### config.mk
export PLATFORM = sky130hd
export DESIGN_NAME = miriscv_mem_arbiter
export DESIGN_NICKNAME = d
export VERILOG_FILES = /design/src/rtl/miriscv_mem_arb_pkg.sv /design/src/rtl/miriscv_mem_arb_prio.sv /design/src/rtl/miriscv_mem_arbiter.sv
export SDC_FILE = /design/constraint.sdc
export NUM_CORES = 1
export LEC_CHECK = 0
export BUFFER_PORTS_ARGS = -buffer_cell sky130_fd_sc_hd__buf_2
export CELL_PAD_IN_SITES_DETAIL_PLACEMENT = 1
export CELL_PAD_IN_SITES_GLOBAL_PLACEMENT = 2
export CORE_UTILIZATION = 24
export CTS_CLUSTER_DIAMETER = 30
export DETAILED_ROUTE_END_ITERATION = 10
export MAX_ROUTING_LAYER = met4
export PLACE_DENSITY_LB_ADDON = 0.1
export REMOVE_ABC_BUFFERS = 1
export SKIP_LAST_GASP = 1
export SLEW_MARGIN = 10
export SYNTH_ARGS = -nofsm -noshare
export SYNTH_HDL_FRONTEND = slang
export SYNTH_HIERARCHICAL = 1
export SYNTH_SLANG_ARGS = --single-unit
### constraint.sdc
create_clock -name clk_i -period 2.7 [get_ports clk_i]
set_clock_uncertainty 0.2 [all_clocks]
set_input_delay 0.54 -clock clk_i [delete_from_list [all_inputs] [get_ports clk_i]]
set_output_delay 0.54 -clock clk_i [all_outputs]
set_load 0.005 [all_outputs]
### src/rtl/miriscv_mem_arb_pkg.sv
// Shared types for the instruction/data memory-port arbiter.
package miriscv_mem_arb_pkg;

  typedef enum logic [1:0] {
    IDLE  = 2'd0,
    ISSUE = 2'd1,
    WAIT  = 2'd2
  } arb_state_e;

  typedef enum logic {
    OWNER_INSTR = 1'b0,
    OWNER_DATA  = 1'b1
  } arb_owner_e;

  localparam int unsigned STREAK_W = 4;

endpackage

### src/rtl/miriscv_mem_arb_prio.sv
// Winner select for the shared memory port: data has priority, but an
// instruction fetch is forced through after MAX_DATA_STREAK data grants.
module miriscv_mem_arb_prio
  import miriscv_mem_arb_pkg::*;
#(
  parameter int unsigned MAX_DATA_STREAK = 4
) (
  input  logic clk_i,
  input  logic arstn_i,
  input  logic instr_req,
  input  logic data_req,
  input  logic arb_en,
  output logic grant_data
);

  localparam logic [STREAK_W-1:0] STREAK_MAX = STREAK_W'(MAX_DATA_STREAK);

  logic [STREAK_W-1:0] streak_q;
  logic [STREAK_W-1:0] streak_d;
  logic                streak_sat;

  assign streak_sat = (streak_q >= STREAK_MAX);
  assign grant_data = data_req & (~instr_req | ~streak_sat);

  // Streak only moves when an arbitration actually takes place.
  always_comb begin
    streak_d = streak_q;
    if (arb_en && (instr_req || data_req)) begin
      if (grant_data && instr_req) begin
        if (streak_sat) begin
          streak_d = streak_q;
        end else begin
          streak_d = streak_q + STREAK_W'(1);
        end
      end else begin
        streak_d = {STREAK_W{1'b0}};
      end
    end else begin
      streak_d = streak_q;
    end
  end

  // Streak counter register.
  always_ff @(posedge clk_i or negedge arstn_i) begin
    if (!arstn_i) begin
      streak_q <= {STREAK_W{1'b0}};
    end else begin
      streak_q <= streak_d;
    end
  end

endmodule

### src/rtl/miriscv_mem_arbiter.sv
// Shares one downstream memory port between the fetch and data interfaces,
// one outstanding transaction at a time.
module miriscv_mem_arbiter #(
  parameter int unsigned XLEN            = 32,
  parameter int unsigned MAX_DATA_STREAK = 4
) (
  input  logic              clk_i,
  input  logic              arstn_i,
  input  logic              instr_req_i,
  input  logic [XLEN-1:0]   instr_addr_i,
  output logic              instr_rvalid_o,
  output logic [XLEN-1:0]   instr_rdata_o,
  input  logic              data_req_i,
  input  logic              data_we_i,
  input  logic [XLEN/8-1:0] data_be_i,
  input  logic [XLEN-1:0]   data_addr_i,
  input  logic [XLEN-1:0]   data_wdata_i,
  output logic              data_rvalid_o,
  output logic [XLEN-1:0]   data_rdata_o,
  output logic              mem_req_o,
  output logic              mem_we_o,
  output logic [XLEN/8-1:0] mem_be_o,
  output logic [XLEN-1:0]   mem_addr_o,
  output logic [XLEN-1:0]   mem_wdata_o,
  input  logic              mem_gnt_i,
  input  logic              mem_rvalid_i,
  input  logic [XLEN-1:0]   mem_rdata_i,
  output logic              busy_o,
  output logic              owner_o
);

  import miriscv_mem_arb_pkg::*;

  localparam int unsigned BE_W = XLEN / 8;

  arb_state_e       state_q, state_d;
  arb_owner_e       owner_q, owner_d;
  logic             we_q, we_d;
  logic [BE_W-1:0]  be_q, be_d;
  logic [XLEN-1:0]  addr_q, addr_d;
  logic [XLEN-1:0]  wdata_q, wdata_d;
  logic             mem_req_q, mem_req_d;
  logic             busy_q, busy_d;
  logic             arb_en;
  logic             grant_data;
  logic             complete;

  assign arb_en = (state_q == IDLE);

  miriscv_mem_arb_prio #(
    .MAX_DATA_STREAK(MAX_DATA_STREAK)
  ) u_prio (
    .clk_i     (clk_i),
    .arstn_i   (arstn_i),
    .instr_req (instr_req_i),
    .data_req  (data_req_i),
    .arb_en    (arb_en),
    .grant_data(grant_data)
  );

  // A response counts only once the request has been accepted.
  assign complete = mem_rvalid_i &
                    (((state_q == ISSUE) & mem_gnt_i) | (state_q == WAIT));

  // Next-state, payload latch and registered-output decode.
  always_comb begin
    state_d = state_q;
    owner_d = owner_q;
    we_d    = we_q;
    be_d    = be_q;
    addr_d  = addr_q;
    wdata_d = wdata_q;
    case (state_q)
      IDLE: begin
        if (instr_req_i || data_req_i) begin
          state_d = ISSUE;
          if (grant_data) begin
            owner_d = OWNER_DATA;
            we_d    = data_we_i;
            be_d    = data_be_i;
            addr_d  = data_addr_i;
            wdata_d = data_wdata_i;
          end else begin
            owner_d = OWNER_INSTR;
            we_d    = 1'b0;
            be_d    = {BE_W{1'b1}};
            addr_d  = instr_addr_i;
            wdata_d = {XLEN{1'b0}};
          end
        end else begin
          state_d = IDLE;
        end
      end
      ISSUE: begin
        if (mem_gnt_i && mem_rvalid_i) begin
          state_d = IDLE;
        end else if (mem_gnt_i) begin
          state_d = WAIT;
        end else begin
          state_d = ISSUE;
        end
      end
      WAIT: begin
        if (mem_rvalid_i) begin
          state_d = IDLE;
        end else begin
          state_d = WAIT;
        end
      end
      default: begin
        state_d = IDLE;
      end
    endcase
    mem_req_d = (state_d == ISSUE);
    busy_d    = (state_d != IDLE);
  end

  // FSM, payload and output registers.
  always_ff @(posedge clk_i or negedge arstn_i) begin
    if (!arstn_i) begin
      state_q   <= IDLE;
      owner_q   <= OWNER_INSTR;
      we_q      <= 1'b0;
      be_q      <= {BE_W{1'b0}};
      addr_q    <= {XLEN{1'b0}};
      wdata_q   <= {XLEN{1'b0}};
      mem_req_q <= 1'b0;
      busy_q    <= 1'b0;
    end else begin
      state_q   <= state_d;
      owner_q   <= owner_d;
      we_q      <= we_d;
      be_q      <= be_d;
      addr_q    <= addr_d;
      wdata_q   <= wdata_d;
      mem_req_q <= mem_req_d;
      busy_q    <= busy_d;
    end
  end

  assign mem_req_o   = mem_req_q;
  assign mem_we_o    = we_q;
  assign mem_be_o    = be_q;
  assign mem_addr_o  = addr_q;
  assign mem_wdata_o = wdata_q;
  assign busy_o      = busy_q;
  assign owner_o     = owner_q;

  // Response path is purely combinational so no latency is added.
  assign instr_rvalid_o = complete & (owner_q == OWNER_INSTR);
  assign data_rvalid_o  = complete & (owner_q == OWNER_DATA);
  assign instr_rdata_o  = instr_rvalid_o ? mem_rdata_i : {XLEN{1'b0}};
  assign data_rdata_o   = data_rvalid_o  ? mem_rdata_i : {XLEN{1'b0}};

endmodule

After elaboration in Yosys (flattened, before gate mapping)
Index checks and enable logic that the tools add are counted.
{"block": "word_totals", "register_bits": 78, "inputBits": 139, "output_inout_bits": 138}
{"block": "classes", "bitwise": 10, "eq_ne": 4, "mux": 14, "addsub": 1, "magnitude_cmp": 1, "n_reduce_logical": 8}
{"cell": "two-way mux 32 bit", "count": 4}
{"cell": "two-way mux 4 bit", "count": 3}
{"cell": "two-way mux 2 bit", "count": 3}
{"cell": "case mux 2 bit (3 select lines)", "count": 1}
{"cell": "AND 1 bit", "count": 5}
{"cell": "adder 4 x 1 -> 4 bit, second input constant", "count": 1}
{"cell": "equality test 2 x 1 -> 1 bit, second input constant", "count": 2}
{"cell": "greater-or-equal comparator 4 x 3 -> 1 bit, second input constant", "count": 1}
{"cell": "AND reduction 2 bit", "count": 2}
{"cell": "logical AND 1 bit", "count": 3}
{"cell": "two-way mux 1 bit", "count": 3}
{"cell": "inverter 1 bit", "count": 3}
{"cell": "equality test 2 bit, second input constant", "count": 1}
{"cell": "logical NOT 2 bit", "count": 1}
{"cell": "inequality test 2 bit, second input constant", "count": 1}
{"cell": "bitwise OR 1 bit", "count": 2}
{"cell": "nonzero test 2 bit", "count": 1}
{"cell": "logical OR 1 bit", "count": 1}

Depth between registers and ports, before layout
{"block": "logic_depth", "depth_word": 7, "ltp_mapped": 7, "mapped_depth_nobuf": 4}

Hierarchy
Netlist, hierarchy kept.
{"module": "miriscv_mem_arbiter", "area_per_inst_um2": 3945.0, "instances": 1, "cells_each": 350, "seq_area_each_um2": 1851.8}
{"module": "miriscv_mem_arb_prio", "area_per_inst_um2": 183.9, "instances": 1, "cells_each": 15, "seq_area_each_um2": 100.1}

Least setup slack after synthesis
No wires, ideal clock.
{"block": "synth_path", "path_type": "in2reg", "start": "input instr_req_i", "end": "register addr_q[3] (netlist: mem_addr_o[3])", "path_stages": 6, "required_time_ns": 2.373, "path_slack_ns": 0.699, "arrival_time_ns": 1.674, "setup_ns": 0.127, "cell_sequence": "o21ai_0 -> and2_1 -> buf_2 -> buf_2 -> mux2_2 -> mux2_1"}
{"block": "synth_between", "elab_chain_len": 4, "word_cells_on_any_way": 6, "classes_between": "1 x mux; 3 x bitwise; 2 x reduce/logical"}
{"item": "from (decl)", "line": "miriscv_mem_arbiter.sv:9", "source": "input logic instr_req_i,"}
{"item": "inverter 1 bit", "line": "miriscv_mem_arb_prio.sv:23", "source": "assign grant_data = data_req & (~instr_req | ~streak_sat);"}
{"item": "bitwise OR 1 bit", "line": "miriscv_mem_arb_prio.sv:23"}
{"item": "AND 1 bit", "line": "miriscv_mem_arb_prio.sv:23"}
{"item": "named net grant_data", "line": "miriscv_mem_arbiter.sv:45", "source": "logic grant_data;"}
{"item": "two-way mux 32 bit", "line": "miriscv_mem_arbiter.sv:77", "source": "if (grant_data) begin"}
{"item": "to (signal assigned)", "line": "miriscv_mem_arbiter.sv:125", "source": "addr_q <= {XLEN{1'b0}};"}
{"item": "to (signal assigned)", "line": "miriscv_mem_arbiter.sv:134", "source": "addr_q <= addr_d;"}
{"item": "to (decl)", "line": "miriscv_mem_arbiter.sv:40", "source": "logic [XLEN-1:0] addr_q, addr_d;"}
The timed path passes the listed nets, and every way through them passes these cells.
A chain may end at the register's enable or synchronous reset.

Final worst setup path
{"block": "layout_path", "start": "register state_q[0]", "end": "output data_rdata_o[17]"}
{"block": "layout_between", "elab_chain_len": 6, "word_cells_on_any_way": 7, "classes_between": "2 x eq/ne; 1 x mux; 4 x bitwise"}
{"item": "from (decl)", "line": "miriscv_mem_arbiter.sv:36", "source": "arb_state_e state_q, state_d;"}
{"item": "from (signal assigned)", "line": "miriscv_mem_arbiter.sv:130", "source": "state_q <= state_d;"}
{"item": "equality test 2 x 1 -> 1 bit", "line": "miriscv_mem_arbiter.sv:63", "source": "(((state_q == ISSUE) & mem_gnt_i) | (state_q == WAIT));"}
{"item": "AND 1 bit", "line": "miriscv_mem_arbiter.sv:63"}
{"item": "bitwise OR 1 bit *", "line": "miriscv_mem_arbiter.sv:63"}
{"item": "AND 1 bit *", "line": "miriscv_mem_arbiter.sv:62", "source": "assign complete = mem_rvalid_i &"}
{"item": "AND 1 bit *", "line": "miriscv_mem_arbiter.sv:151", "source": "assign data_rvalid_o = complete & (owner_q == OWNER_DATA);"}
{"item": "two-way mux 32 bit *", "line": "miriscv_mem_arbiter.sv:153", "source": "assign data_rdata_o = data_rvalid_o ? mem_rdata_i : {XLEN{1'b0}};"}
{"item": "to (decl)", "line": "miriscv_mem_arbiter.sv:19", "source": "output logic [XLEN-1:0] data_rdata_o,"}
Mark *: on every way between the ends. The rest lies on a longest branch, timed or not.

==> flow_summary.yaml <==
sta:
  finalSetupTns_ns: 0
  rsz0062_at_grt: "false"
  post-route-min-period_ns: 2.53
  slew_headroom_pct: 63.3
  fmax_mhz: 395
  fin_crit_sh_pct: 93.8
  finalHoldViolations: 0
  drv_slew: 0
  worstMarginPinSlew_ns: 0.551
  finalSetupViolations: 0
worst_setup_path:
  critPathBufInv: 2
  critPathCaptureType: "primary output"
  critical_path_class: "register to primary output"
  reg2reg_from: "u_prio/streak_q[3]$_DFFE_PN0P_"
  reg2regPathDepth: 5
  crit_arrival_ns: 1.79
  required_ns: 1.96
  worstPathCellList: "nand2b_1, a21oi_2, buf_4, and3_1, buf_2"
  path_delay_family: "flip-flops"
  r2r_end: "mem_addr_o[3]$_DFFE_PN0P_"
  crit_slowest_cell: "dfrtp_1"
  max_stage_delay_ns: 0.44
  r2r_slack_ns: 0.62
  path_max_fanout: 33
  start_kind: "register"
logic_synthesis:
  syn_area_um2: 4130
  yosysWarningCount: 6
  synth_area_leader_cell: "dfrtp_1"
  synth.avg_cell_area_um2: 11.3
  synth-seq-cells: 78
  synth.distinct_cells: 30
  synth_top_area_share_pct: 47.3
  synth_edf_count: 0
  synth.most_common_cell: "dfrtp_1"
  synth_compound_area_share_pct: 2.21
  syn_inst: 365
  synth_top_family_by_area: "multiplexers"
  synth_commonest_cells: "78 x dfrtp_1, 57 x mux2_2, 36 x and2_1"
  synth_fa_ha_area_share_pct: 0.303
  synthTopCellsByArea: "dfrtp_1 47%, mux2_2 16%, mux2i_1 8.0%, and2_1 5.5%, and3_1 4.8%"
  ys_seq_area_share_pct: 47.3
  synthFlopType: "dfrtp_1"
  async_flop_share_pct: 100
  synth-simple-area-share_pct: 15.4
  synthMuxAreaShare_pct: 27.8
  synth-xor-area-share_pct: 0
die:
  core_area_um2: 16700
  die_h_um: 133
  pin_count: 277
  dieArea_um2: 17700
  row_count: 47
  initial_utilization_pct: 24.7
  die_w_um: 133
routing:
  viasPerCell: 4.28
  ant_nets: 0
  drt-wirelength-per-cell_um: 15.6
  wl_um: 13500
  drc: 0
  first_pass_iters: 4
  vias: 3710
  initialDrtViolationCount: 74
power:
  power_frac_seq_pct: 34.5
  p_clk_share_pct: 25.0
  switching_share_pct: 32.4
  p_int_mw: 3.94
  p_leak_nw: 3.42
  p_comb_share_pct: 40.5
  power_switching_mw: 1.89
  power.density_nw_per_um2: 947
  p_total_mw: 5.83
  vdd_drop_max_uv: 399
clocking:
  post_cts_resized: 0
  clockBufferDepth: 2
  numCtsBuffers: 9
  clk_pin_slew_ns: 0.06
  postCtsSetupRepairBufs: 0
  cts_max_level: 3
  cts_tree: "yes"
  cts_sinks: 78
  clock_latency_ns: 0.34
  cts_root_buffer: "clkbuf_16"
  ctsHoldBuffers: 1
hold_path:
  worst_hold_path.endpoint: "state_q[1]$_DFF_PN0_"
  min_from: "mem_rvalid_i"
  hp-class: "primary input to register"
  worstHoldPathCells: 2
job:
  maxCapViolCount: 0
global_routing:
  grt_max_degree: 41
  overflow: 0
  antenna_found_initial: 1
  grt_pass1_wl_um: 21600
  grtUsageTotal_pct: 16.2
  first_global_vias: 4120
layout:
  final_cell_count_no_fill: 866
  final_area_um2: 6160
  drive_gt1_share_pct: 58.8
  syn_to_final_growth_pct: 49.1
  nets: 780
  finish.utilization_pct: 36.9
placed_design:
  post_dp_cell_area_um2: 5790
  dp_hpwl_um: 10500
  dp.cells: 848
  gp_congestion: 0.719
  port_buffers: 276
run_status:
  status: "finished clean"
==> flip-flops by register name (all words and copies together), names as in the netlist <==
name             cells
busy_o               1
mem_addr_o          32
mem_be_o             4
mem_req_o            1
mem_wdata_o         32
mem_we_o             1
owner_o              1
state_q              2
u_prio/streak_q      4
==> power by group through the flow <==
| stage | combinational, mW | clock, mW | sequential [mW] |
|---|---|---|---|
| floorplan | 1.20 | 0 | 2.11 |
| global placement | 2.39 | 0 | 2.01 |
| detailed placement | 2.42 | 0 | 2.04 |
| CTS | 2.43 | 1.51 | 2.02 |
| global route | 2.60 | 1.55 | 2.09 |
| finish | 2.36 | 1.45 | 2.01 |
==> worst max path at each step <==
stage | start | end | slack (ns) | depth (start not counted)
after global placement | mem_gnt_i | data_rdata_o[3] | 0.45 | 6
after CTS | state_q[0]$_DFF_PN0_ | data_rdata_o[17] | 0.14 | 5
final | state_q[0]$_DFF_PN0_ | data_rdata_o[17] | 0.17 | 5
after global routing | state_q[0]$_DFF_PN0_ | instr_rdata_o[20] | 0.07 | 5
after floorplan | state_q[0]$_DFF_PN0_ | mem_addr_o[0]$_DFFE_PN0P_ | -0.72 | 3
after detailed placement | mem_gnt_i | instr_rdata_o[21] | 0.39 | 6
==> layout by cell type, fill, tap and decap left out, types with 3 or more instances in the layout <==
master	n
and2_1	35
and3_1	32
buf_2	275
buf_12	5
bufinv_16	3
mux2_2	57
mux2i_1	33
nand2_1	33
o21ai_0	4
inv_1	34
clkbuf_16	9
mux2_4	11
nand2b_1	6
buf_4	8
dfrtp_1	78
==> cell families after synthesis <==
group                    count (synthesis)
buffers and inverters                   59
multiplexers                           102
flip-flops                              78
AND/OR/NAND/NOR                        113
AO/OA/AOI/OAI                           12
adder cells (fa/ha/maj)                  1
==> stage by stage <==
step | setup WS [ns] | hold slack (ns)
floorplan | -0.717 | 0.0444
global placement | 0.453 | 0.266
detailed placement | 0.389 | 0.283
CTS | 0.144 | 0.163
global route | 0.0656 | 0.188
finish | 0.169 | 0.185
==> per-layer routing <==
metal	share of wire, %	routed length, µm	vias up	global-route usage [%]
li1	-	-	1768	-
met1	40	5420	1763	17.8
met2	51	6940	167	28.6
met3	6.9	935	12	3.54
met4	1.5	207	0	6.06
met5	0	0	-	-
==> layout make-up <==
class                   instances  area [µm²]
fillers                      2002       10500
flip-flops and latches         78        1950
multi-input cells             228        1900
repair buffers                289        1550
well taps                     220         275
clock buffers                  10         239
inverters                      34         128
clock inverters                 6         115
diodes                          1        2.50
Power figures use the tool's default switching activity.
